--- src/rtl/sm_step_tracker.sv ---
`default_nettype none
// ============================================================================
// Module   : sm_step_tracker
// Purpose  : Position tracker downstream of the stepper pulse generator.
//            Counts step pulses, keeps a signed wrapping position, compares
//            it against a loaded target and supervises the limit switches.
//            A one-cycle stop_req is issued to the generator's stop command
//            when the target is reached or a limit is violated.
// Ports    : clk, rst             clock, synchronous active-high reset
//            step_in, step_inv    raw step line and its polarity (s = xor)
//            dir                  1 = forward (+1), 0 = reverse (-1)
//            lim_fwd, lim_rev     asynchronous limit switches
//            zero                 clear position and step count
//            load_target, target  latch target / arm the compare
//            abort, clear_fault   disarm compare / leave HALT
//            position, step_cnt   current position, saturating step count
//            armed, limit_hit     state flags (ARMED, HALT)
//            at_target, stop_req  registered one-cycle pulses
// Revision : 1.0 - initial release
// ============================================================================
module sm_step_tracker #(
    parameter int POS_W = 32,
    parameter int CNT_W = 16
) (
    input  logic                    clk,
    input  logic                    rst,
    input  logic                    step_in,
    input  logic                    step_inv,
    input  logic                    dir,
    input  logic                    lim_fwd,
    input  logic                    lim_rev,
    input  logic                    zero,
    input  logic                    load_target,
    input  logic signed [POS_W-1:0] target,
    input  logic                    abort,
    input  logic                    clear_fault,
    output logic signed [POS_W-1:0] position,
    output logic        [CNT_W-1:0] step_cnt,
    output logic                    armed,
    output logic                    at_target,
    output logic                    stop_req,
    output logic                    limit_hit
);

    localparam logic [1:0] c_st_idle  = 2'd0;
    localparam logic [1:0] c_st_armed = 2'd1;
    localparam logic [1:0] c_st_halt  = 2'd2;

    localparam logic signed [POS_W-1:0] c_pos_one = {{(POS_W-1){1'b0}}, 1'b1};
    localparam logic        [CNT_W-1:0] c_cnt_one = {{(CNT_W-1){1'b0}}, 1'b1};
    localparam logic        [CNT_W-1:0] c_cnt_max = {CNT_W{1'b1}};

    logic [1:0]              r_state;
    logic signed [POS_W-1:0] r_pos;
    logic [CNT_W-1:0]        r_cnt;
    logic signed [POS_W-1:0] r_tgt;
    logic                    r_at;
    logic                    r_stop;
    logic                    r_step_prev;
    logic                    r_fwd_m;
    logic                    r_fwd_s;
    logic                    r_rev_m;
    logic                    r_rev_s;

    logic                    w_s;
    logic                    w_edge;
    logic                    w_blocked;
    logic signed [POS_W-1:0] w_pos_step;
    logic [1:0]              w_state_nxt;
    logic signed [POS_W-1:0] w_pos_nxt;
    logic [CNT_W-1:0]        w_cnt_nxt;
    logic signed [POS_W-1:0] w_tgt_nxt;
    logic                    w_at_nxt;
    logic                    w_stop_nxt;

    // Previous-level register resets high so a line that is already high
    // when reset releases is not mistaken for a step.
    assign w_s        = step_in ^ step_inv;
    assign w_edge     = w_s & ~r_step_prev;
    // Blocking uses the synchronized limit levels only.
    assign w_blocked  = dir ? r_fwd_s : r_rev_s;
    assign w_pos_step = dir ? (r_pos + c_pos_one) : (r_pos - c_pos_one);

    always_ff @(posedge clk) begin
        if (rst) begin
            r_state     <= c_st_idle;
            r_pos       <= '0;
            r_cnt       <= '0;
            r_tgt       <= '0;
            r_at        <= 1'b0;
            r_stop      <= 1'b0;
            r_step_prev <= 1'b1;
            r_fwd_m     <= 1'b0;
            r_fwd_s     <= 1'b0;
            r_rev_m     <= 1'b0;
            r_rev_s     <= 1'b0;
        end else begin
            r_state     <= w_state_nxt;
            r_pos       <= w_pos_nxt;
            r_cnt       <= w_cnt_nxt;
            r_tgt       <= w_tgt_nxt;
            r_at        <= w_at_nxt;
            r_stop      <= w_stop_nxt;
            r_step_prev <= w_s;
            r_fwd_m     <= lim_fwd;
            r_fwd_s     <= r_fwd_m;
            r_rev_m     <= lim_rev;
            r_rev_s     <= r_rev_m;
        end
    end

    // Events are mutually exclusive within a cycle; the if/else chain encodes
    // their priority: zero, clear_fault, blocked step, step, abort, load.
    always_comb begin
        w_state_nxt = r_state;
        w_pos_nxt   = r_pos;
        w_cnt_nxt   = r_cnt;
        w_tgt_nxt   = r_tgt;
        w_at_nxt    = 1'b0;
        w_stop_nxt  = 1'b0;

        if (zero) begin
            // A same-cycle step is discarded; state is kept.
            w_pos_nxt = '0;
            w_cnt_nxt = '0;
        end else if (r_state == c_st_halt) begin
            // Everything except clear_fault is ignored while halted.
            if (clear_fault) begin
                w_state_nxt = c_st_idle;
            end
        end else if (w_edge && w_blocked) begin
            w_stop_nxt  = 1'b1;
            w_state_nxt = c_st_halt;
        end else if (w_edge) begin
            w_pos_nxt = w_pos_step;
            if (r_cnt != c_cnt_max) begin
                w_cnt_nxt = r_cnt + c_cnt_one;
            end
            if ((r_state == c_st_armed) && (w_pos_step == r_tgt)) begin
                w_at_nxt    = 1'b1;
                w_stop_nxt  = 1'b1;
                w_state_nxt = c_st_idle;
            end
        end else if (abort && (r_state == c_st_armed)) begin
            w_state_nxt = c_st_idle;
        end else if (load_target) begin
            if ((r_state == c_st_idle) && (target == r_pos)) begin
                // Already there: report immediately without arming.
                w_at_nxt   = 1'b1;
                w_stop_nxt = 1'b1;
            end else begin
                w_tgt_nxt   = target;
                w_state_nxt = c_st_armed;
            end
        end
    end

    assign position  = r_pos;
    assign step_cnt  = r_cnt;
    assign armed     = (r_state == c_st_armed);
    assign limit_hit = (r_state == c_st_halt);
    assign at_target = r_at;
    assign stop_req  = r_stop;

endmodule
`default_nettype wire
--- config.mk ---
export PLATFORM = sky130hd
export DESIGN_NAME = sm_step_tracker
export DESIGN_NICKNAME = d
export VERILOG_FILES = /design/src/rtl/sm_step_tracker.sv
export SDC_FILE = /design/constraint.sdc
export NUM_CORES = 1
export LEC_CHECK = 0
export ABC_AREA = 1
export ABC_CLOCK_PERIOD_IN_PS = 4700
export BUFFER_PORTS_ARGS = -buffer_cell sky130_fd_sc_hd__buf_4
export CORE_MARGIN = 3
export CORE_UTILIZATION = 60
export CTS_BUF_LIST = sky130_fd_sc_hd__clkbuf_4
export CTS_CLUSTER_DIAMETER = 60
export DETAILED_ROUTE_END_ITERATION = 8
export PLACE_DENSITY = 0.83
export SYNTH_ARGS = -nofsm -noshare
export SYNTH_HDL_FRONTEND = slang
export SYNTH_SLANG_ARGS = --single-unit
--- constraint.sdc ---
create_clock -name clk -period 4.7 [get_ports clk]
set_clock_uncertainty 0.05 [all_clocks]
set_input_delay 0.94 -clock clk [delete_from_list [all_inputs] [get_ports clk]]
set_output_delay 0.94 -clock clk [all_outputs]
set_load 0.01 [all_outputs]
# Word-level counts from Yosys, hierarchy flattened
# Index checks and enable logic that the tools add are counted.
dict set report totals {
  elab_cells 60
  output_inout_bits 52
  in_bits 43
  ff_bits 89
}
dict set report classes {
  eq_ne 8
  add_sub_neg 3
  n_mux 16
  reduce_logical 13
  bitwise_logic 9
}
# cell n
set ops {}
lappend ops {{== test 32 bit} 2}
lappend ops {{adder 32 x 2 -> 32 bit, second input constant} 1}
lappend ops {{2-to-1 mux 32 bit} 1}
lappend ops {{subtractor 32 x 2 -> 32 bit, second input constant} 1}
lappend ops {{adder 16 x 1 -> 16 bit, second input constant} 1}
lappend ops {{2-to-1 mux 2 bit} 8}
lappend ops {{inequality test 16 bit, second input constant} 1}
lappend ops {{2-to-1 mux 1 bit} 7}
lappend ops {{NOT 1 bit} 7}
lappend ops {{AND reduction 7 bit} 1}
lappend ops {{inequality test 5 bit, second input constant} 1}
lappend ops {{AND reduction 5 bit} 1}
lappend ops {{nonzero test 5 bit} 1}
lappend ops {{logical AND 1 bit} 4}
lappend ops {{inequality test 4 x 2 -> 1 bit, second input constant} 1}
lappend ops {{AND reduction 4 bit} 1}
lappend ops {{OR reduction 4 bit} 1}
lappend ops {{AND reduction 3 bit} 1}
lappend ops {{OR reduction 3 bit} 1}
lappend ops {{== test 2 x 1 -> 1 bit, second input constant} 1}
lappend ops {{== test 2 bit, second input constant} 1}
lappend ops {{zero test 2 bit} 1}
lappend ops {{inequality test 2 bit, second input constant} 1}
lappend ops {{OR reduction 2 bit} 1}
lappend ops {{2 further kinds} 2}

# Depth between registers and ports, before layout
# Gate-level depths: netlist of the first run.
dict set report depth {
  depth_word 8
  mapped_depth 23
  depth_no_buf 22
}

# Worst setup path after synthesis of the first run
# OpenSTA, ideal clock, no wires.
dict set report synth_timing {
  path_type {input to register}
  from {input port dir}
  to {register r_state[0]}
  path_stages 23
  arrival_time_ns 3.414
  t_required_ns 4.535
  setup_ns 0.115
  n_path_buf 1
  slack_ns 1.121
  path_cell_list {inv_1 > ha_1 > buf_2 > nand2_1 > nand3_1 > nand2_1 > nand2_2 > nand2_2 > nand2_4 > nand2_2 > nand2_1 > nand2_1 > nand2_1 > nand2_1 > nand2_1 > nor2_1 > nand2_1 > nor2_1 > nand2_1 > nand2_2 > nand3_1 > nand2_1 > nor2_1}
}
dict set report synth_between {
  elab_chain_cells 5
  word_cells_on_any_way 11
  cone_classes {eq/ne: 3; mux: 4; reduce/logical: 4}
}
# element line_no
set synth_lines {}
lappend synth_lines {{start, declared} 29} ;# input logic dir,
lappend synth_lines {{2-to-1 mux 32 bit} 82} ;# assign w_pos_step = dir ? (r_pos + c_pos_one) : (r_pos - c_pos_one);
lappend synth_lines {{== test 32 bit} 139} ;# if ((r_state == c_st_armed) && (w_pos_step == r_tgt)) begin
lappend synth_lines {{logical AND 1 bit} 139}
lappend synth_lines {{inequality test 4 x 2 -> 1 bit (no line)} n/a}
lappend synth_lines {{AND reduction 5 bit (no line)} n/a}
lappend synth_lines {{end signal, assigned} 86} ;# r_state <= c_st_idle;
lappend synth_lines {{end signal, assigned} 98} ;# r_state <= w_state_nxt;
lappend synth_lines {{end, declared} 53} ;# logic [1:0] r_state;
# Parallel ways exist; a longest one is shown, timed or not.
# A chain may end at the register's enable or synchronous reset.

# Worst setup path after layout of the first run
dict set report layout_timing {
  from {input port dir}
  to {register r_state[1]}
}
# Same word-level chain as after synthesis.

==> reports/qor.txt, run 1 <==
ant diodes: 0
DRC Markers: 0
FF-to-FF Start: position[21]
vias in the first global route: 7168
initial antenna violation count: 0
Nets: 1318
gr usage total: 33.4%
wire length per cell: 15.5 um
HP Start: r_rev_m
syn_area_per_cell: 6.05 um2
CTS clock-pin slew for the worst setup and hold paths: 160 ps
Critical Path RT: 5050 ps
DRC marker count from the first detailed-route iteration: 648
Root Driver: clkbuf_4
CTS buffer count: 9
grt ovf: 0
synthesis-stage register bit count: 89
FF+latch area: 1780 um2
most common cell after layout, fill and taps aside: nand2_1
synthesized instance count: 1153
Multi-input gate area: 4270 um2
met1 Usage GRT: 43.8%
count of buffers from port buffering: 94
slew at the pin with the worst max-slew slack: 1160 ps
met3 Use GR: 5.36%
setup bufs post-CTS: 0
# rows: 38
headroom to the max-slew limit: 22.9%
initial core utilization: 63.0%
Die X: 114 um
largest net degree at the start of global routing: 36
Placeable Area: 11100 um2
post-synth net total: 1228
Setup-failing EPs final: 0
Clk Latency, worst-skew pair: 490 ps
setup TNS: 0 ps
final hold viol count: 0
layout cells sized above 1: 12.7%
Worst Setup End Kind: flop
CP startpoint: dir
vias: 7631
status: complete, no violations
number of library cell types mapped by synthesis: 44
critical path class: input pin to flop
PD cells: 231 nW/um2
CTS tree: yes
Fmax: 284 MHz
Syn Std Cell Area: 6980 um2
Post-Route WL: 21500 um
GR met2 Demand/Resource: 54.1%
post-route minimum period: 3530 ps
GRT busiest layer: met2
DR pass1 iterations: 6
Max-cap violations: 0
crit path DAT: 3870 ps
dpl hpwl: 16800 um
Peak supply drop: 0.194 mV
final period utilization: 75.0%
post-synthesis to final-layout area growth: 14.5%
most frequent cells in the layout: nand2_1 (318), inv_1 (221), buf_4 (100)
RSZ-0062 raised after global routing: no
Vias/cell: 5.50
Ys Warns: 0
H-tree depth: 3
first-pass GRT wire length: 34400 um
final instance area: 7990 um2
filler instances: 1063
leak pwr: 4.42 nW
final slew viol count: 0
Die Ht: 114 um
CTS Sinks: 89
clock buffer depth: 2
Cell Area, Placed: 7820 um2
GP Congestion: 0.990
CTS resizes: 0
worst min path class: flop to flop
# IOs: 95
die area: 13000 um2
Max FO, Critical Path: 32
Seq/Total Area, Yosys: 25.5%
nature of the critical path startpoint: input pin
Routed Antenna Nets: 0
hold_buf cts: 0
## cells in the mapped netlist (all sizes together)
master   instances  area [um2]
and2             1        6.26
nand2          340        1340
nor2           100         408
nor3b            2        15.0
and3             2        12.5
fa               1        20.0
inv            222         833
nand3b           2        18.8
a211oi           2        15.0
nand4           13        81.3
dfxtp           89        1780
nand3           91         475
o21a             5        37.5
o2111ai          2        17.5
or2              5        31.3
o22ai            3        18.8
xor3             5         119
clkbuf          16        62.6
a21o             1        7.51
nor3            15        80.1
nor4             7        50.1
ha              31         388
xnor2           12         105
xor2            18         158
o21bai           3        22.5
buf              5        23.8
o211ai          13        97.6
a21oi           77         397
clkinv           1        3.75
a22o             1        8.76
o21ai           68         340
## worst paths after layout
path | endpoint | cells after the start | slack, ps
max | r_state[1] | 24 | 1170
min | r_rev_s | 2 | 370
max reg2reg | r_tgt[21] | 13 | 1380
min reg2reg | r_rev_s | 2 | 370
## report_power, final
group / switching [mW] / leakage, nW / internal, mW
logic: 0.302 / 3.60 / 0.179
clock network: 0.311 / 0.0895 / 0.229
registers: 0.0285 / 0.725 / 0.793
total: 0.642 / 4.42 / 1.20
## cells by family after synthesis
family | Yosys count | share of synthesized area, %
adders and majority gates | 32 | 5.85
buffers and inverters | 244 | 13.2
xor gates and xnor gates | 35 | 5.47
AOI/OAI and AO/OA | 175 | 13.8
and+or+nand+nor | 578 | 36.1
DFF | 89 | 25.5
## per-layer routing
| layer | vias up | wire, um |
|---|---|---|
| met4 | 0 | 877 |
| met3 | 63 | 1710 |
| met1 | 3418 | 9330 |
| met2 | 332 | 9580 |
| li1 | 3818 | - |
| met5 | - | 0 |
## area by class of cell
cell class | instances | area share (%)
sequential | 89 | 22.3
inverter | 223 | 10.5
tap | 140 | 2.19
clock buffer | 10 | 0.940
timing repair buffer | 100 | 9.40
clock inverter | 6 | 1.21
multi-input combinational | 820 | 53.5
## flip-flops by register name, summed over array words and instances (netlist names), 2 cells and up
register / cells
position: 32
r_tgt: 32
step_cnt: 16
r_state: 2
## metrics by stage
step	setup slack (ps)	total power, mW	utilization [%]	hold slack [ps]	std cells
floorplan	1120	1.15	-	338	1153
global placement	761	1.30	70.6	341	1372
detailed placement	754	1.31	70.6	351	1372
CTS	1280	1.84	72.1	370	1388
global route	950	1.93	72.1	395	1388
finish	1170	1.84	72.1	367	1388
## worst max-delay path, stage by stage
cell     delay, ps
buf_4          120
inv_1           50
buf_4          370
ha_1           370
nand2_1        120
inv_1           60
nand2_1        170
inv_1           60
a21oi_1        180
nand2_2        150
nand2_1        140
nand2_1         60
nand2_1         70
nand2_1         70
nand2_1         60
nand2_1         50
nor2_1         150
nand3_1        130
nor2_2         150
nand2_1         80
nand2_2         90
nand3_1         80
nand2_1         70
nor2_1          50
(Power assumes the default switching activity.)
==> run 2, diff against run 1 <==
--- a/config.mk
+++ b/config.mk
@@ -6,14 +6,14 @@
 export NUM_CORES = 1
 export LEC_CHECK = 0
 export ABC_AREA = 1
-export ABC_CLOCK_PERIOD_IN_PS = 4700
+export ABC_CLOCK_PERIOD_IN_PS = 3200
 export BUFFER_PORTS_ARGS = -buffer_cell sky130_fd_sc_hd__buf_4
 export CORE_MARGIN = 3
-export CORE_UTILIZATION = 60
+export CORE_UTILIZATION = 55
 export CTS_BUF_LIST = sky130_fd_sc_hd__clkbuf_4
 export CTS_CLUSTER_DIAMETER = 60
 export DETAILED_ROUTE_END_ITERATION = 8
-export PLACE_DENSITY = 0.83
+export PLACE_DENSITY = 0.8
 export SYNTH_ARGS = -nofsm -noshare
 export SYNTH_HDL_FRONTEND = slang
 export SYNTH_SLANG_ARGS = --single-unit
==> constraint.sdc (replaced) <==
create_clock -name clk -period 3.2 [get_ports clk]
set_clock_uncertainty 0.05 [all_clocks]
set_input_delay 0.64 -clock clk [delete_from_list [all_inputs] [get_ports clk]]
set_output_delay 0.64 -clock clk [all_outputs]
set_load 0.01 [all_outputs]
==> run 2 against run 1 <==
Net effect:
- clock power increased by 19%
- global-route usage decreased by 1.7 points
- design area increased by 13%
- via count increased by 4.6%
- hold slack got worse by 74 ps
- non-clock buffer count increased by 103
- sequential cell count unchanged
- routed wire length increased by 7.4%
- count of clock-buffer cells in the layout decreased by 1
- critical path depth decreased by 1
- total power increased by 48%
- first-iteration DRC count decreased by 4.2%
- largest power group unchanged
==> reports/qor.txt, run 2 (synthesized netlist as in run 1, its figures left out) <==
Vias/cell: 5.25 (-4.4%)
Root Driver: clkbuf_4
critical path's top delay family: simple AND/OR/NAND/NOR gates
initial core utilization: 57.1% (-5.8 points)
Post-Layout Cell Count: 1519 (+9.4%)
initial antenna violation count: 0 (unchanged)
vias: 7981 (+4.6%)
leak pwr: 4.92 nW (+11%)
slowest library cell on the worst path: ha_1
vias in the first global route: 7352 (+2.6%)
H-tree depth: 3 (unchanged)
dpl hpwl: 17600 um (+4.8%)
nature of the critical path startpoint: input pin
CTS clock-pin slew for the worst setup and hold paths: 160 ps (about the same)
hold_buf cts: 0 (unchanged)
Clk Latency, worst-skew pair: 500 ps (about the same)
Cells on Worst Hold Path: 2 (unchanged)
largest net degree at the start of global routing: 35 (-2.8%)
Peak supply drop: 0.250 mV (+29%)
worst min path class: input pin to flop
die area: 14100 um2 (+8.6%)
Max FO, Critical Path: 7 (-78%)
first-pass GRT wire length: 36000 um (+4.6%)
Inst Count DP: 1497 (+9.1%)
CTS tree: yes
DR pass1 iterations: 5 (-1)
final period utilization: 96.6%
RSZ-0062 raised after global routing: yes
Die X: 119 um (+4.2%)
clock buffer depth: 2 (unchanged)
CP dominant cell by count: nand2_1
layout cells sized above 1: 22.6% (+9.8 points)
R2R depth: 22 (+9)
Placeable Area: 12200 um2 (+10%)
status: complete, no violations
CTS buffer count: 9 (unchanged)
grt ovf: 0 (unchanged)
Die Ht: 119 um (+4.2%)
FF-to-FF Start: position[4]
Setup-failing EPs final: 0 (unchanged)
Routed Antenna Nets: 0 (unchanged)
HP Start: rst
Nets: 1421 (+7.8%)
count of buffers from port buffering: 94 (unchanged)
DRC Markers: 0 (unchanged)
PD cells: 301 nW/um2 (+30%)
most common cell after layout, fill and taps aside: nand2_1
post-synthesis to final-layout area growth: 29.6%
wire length per cell: 15.2 um (-1.8%)
Critical Path RT: 3560 ps (-1490 ps)
DRC marker count from the first detailed-route iteration: 621 (-4.2%)
final slew viol count: 0 (unchanged)
crit path to: r_state[1]
most frequent cells in the layout: nand2_1 (311), inv_1 (219), buf_4 (197)
Critical Path, Cell by Cell: buf_4 -> clkinvlp_4 -> clkbuf_16 -> ha_1 -> buf_4 -> nand2_2 -> inv_1 -> nand2_1 -> nand2_1 -> nand2_1 -> nand2_1 -> a21oi_2 -> nand3_1 -> nand3_1 -> nand2_1 -> nor2_2 -> nand3_2 -> nor2_4 -> nand2_1 -> nand2_2 -> nand3_1 -> nand2_1 -> nor2_1
gr usage total: 31.7% (-1.7 points)
CTS Sinks: 89 (unchanged)
GP Congestion: 1.06 (+6.7%)
setup TNS: 0 ps (unchanged)
pre-CTS setup slack: -376 ps (-1130 ps)
ant diodes: 0 (unchanged)
Critical Path Max Stage Delay: 310 ps (-60 ps)
CP startpoint: dir
Post-Route WL: 23100 um (+7.4%)
CP bufs+invs: 5 (unchanged)
Max-cap violations: 0 (unchanged)
r2r endpoint: r_state[1]
fin worst setup slack: 110 ps (-1060 ps)
WP depth: 23 (-4.2%)
crit path DAT: 3450 ps (-420 ps)
final hold viol count: 0 (unchanged)
slew at the pin with the worst max-slew slack: 923 ps (-233 ps)
headroom to the max-slew limit: 38.4% (+16 points)
Fmax: 324 MHz
post-route minimum period: 3090 ps
critical path class: input pin to flop
R2R setup slack: 340 ps (-1040 ps)
Worst Setup End Kind: flop
# rows: 40 (+5.3%)
# IOs: 95 (unchanged)
## run 2: cell types whose count changed in the layout (fill, tap and decap cells not counted), sizes merged
cell,before,now
buf,100,201
inv,225,226
bufinv,2,0
clkinvlp,1,2
clkbuf,10,11
clkinv,1,2
## run 2: final cells by class
class                           count  area (um2)
Multi-Input combinational cell    820        4480
Fill cell                        1089        3170
Sequential cell                    89        1780
Timing Repair Buffer              203        1600
Inverter                          223         841
Tap cell                          168         210
Clock buffer                        9        67.6
Clock inverter                      7        58.8
## run 2: how the worst min path moves through the flow
stage,end,slack (ps)
finish,r_rev_s,290
global route,r_fwd_m,260
CTS,r_rev_s,270
detailed placement,r_rev_s,350
global placement,r_fwd_s,340
floorplan,r_fwd_s,340
## run 2: metal layers
metal / wire length, um / share of wire, % / GRT usage, % / vias up
met3: 1790 / 7.7 / 4.88 / 66
met1: 10200 / 44 / 43.0 / 3548
met5: 0 / 0 / 0 / -
met4: 865 / 3.7 / 14.0 / 0
li1: - / - / - / 4048
met2: 10300 / 45 / 49.9 / 319
## run 2: what timing repair did
action / CTS / global route
gates resized for setup: 0 / 45
setup endpoints to repair: 0 / 4
buffers inserted: 0 / 3
## run 2: worst reg2reg max path, cell delays in order (launching register included)
cell	delay, ps
dfxtp_1	480
ha_1	330
nand2_2	120
inv_1	60
nand2_1	60
nand2_1	50
nand2_1	120
nand3_4	120
buf_4	150
nand2_1	70
nand2_1	70
nand2_1	60
nand2_1	50
nor2_2	150
nand2_1	80
nor2_2	180
nand3_2	110
nor2_4	120
nand2_1	90
nand2_2	100
nand3_1	80
nand2_1	60
nor2_1	40
## run 2: per-stage QoR
step           utilization [%]  hold WS (ps)  cell area (um2)  total power, mW
2_1_floorplan                -           338             6980             1.69
3_3_place_gp              70.6           345             8620             2.02
3_5_place_dp              70.6           352             8620             2.04
4_1_cts                   71.6           267             8750             2.68
5_1_grt                   74.0           264             9040             2.86
6_report                  74.0           293             9040             2.72
## run 2: power breakdown
| group | internal (mW) | switching, mW |
|---|---|---|
| registers | 1.16 | 0.0416 |
| logic | 0.379 | 0.488 |
| clock network | 0.175 | 0.471 |
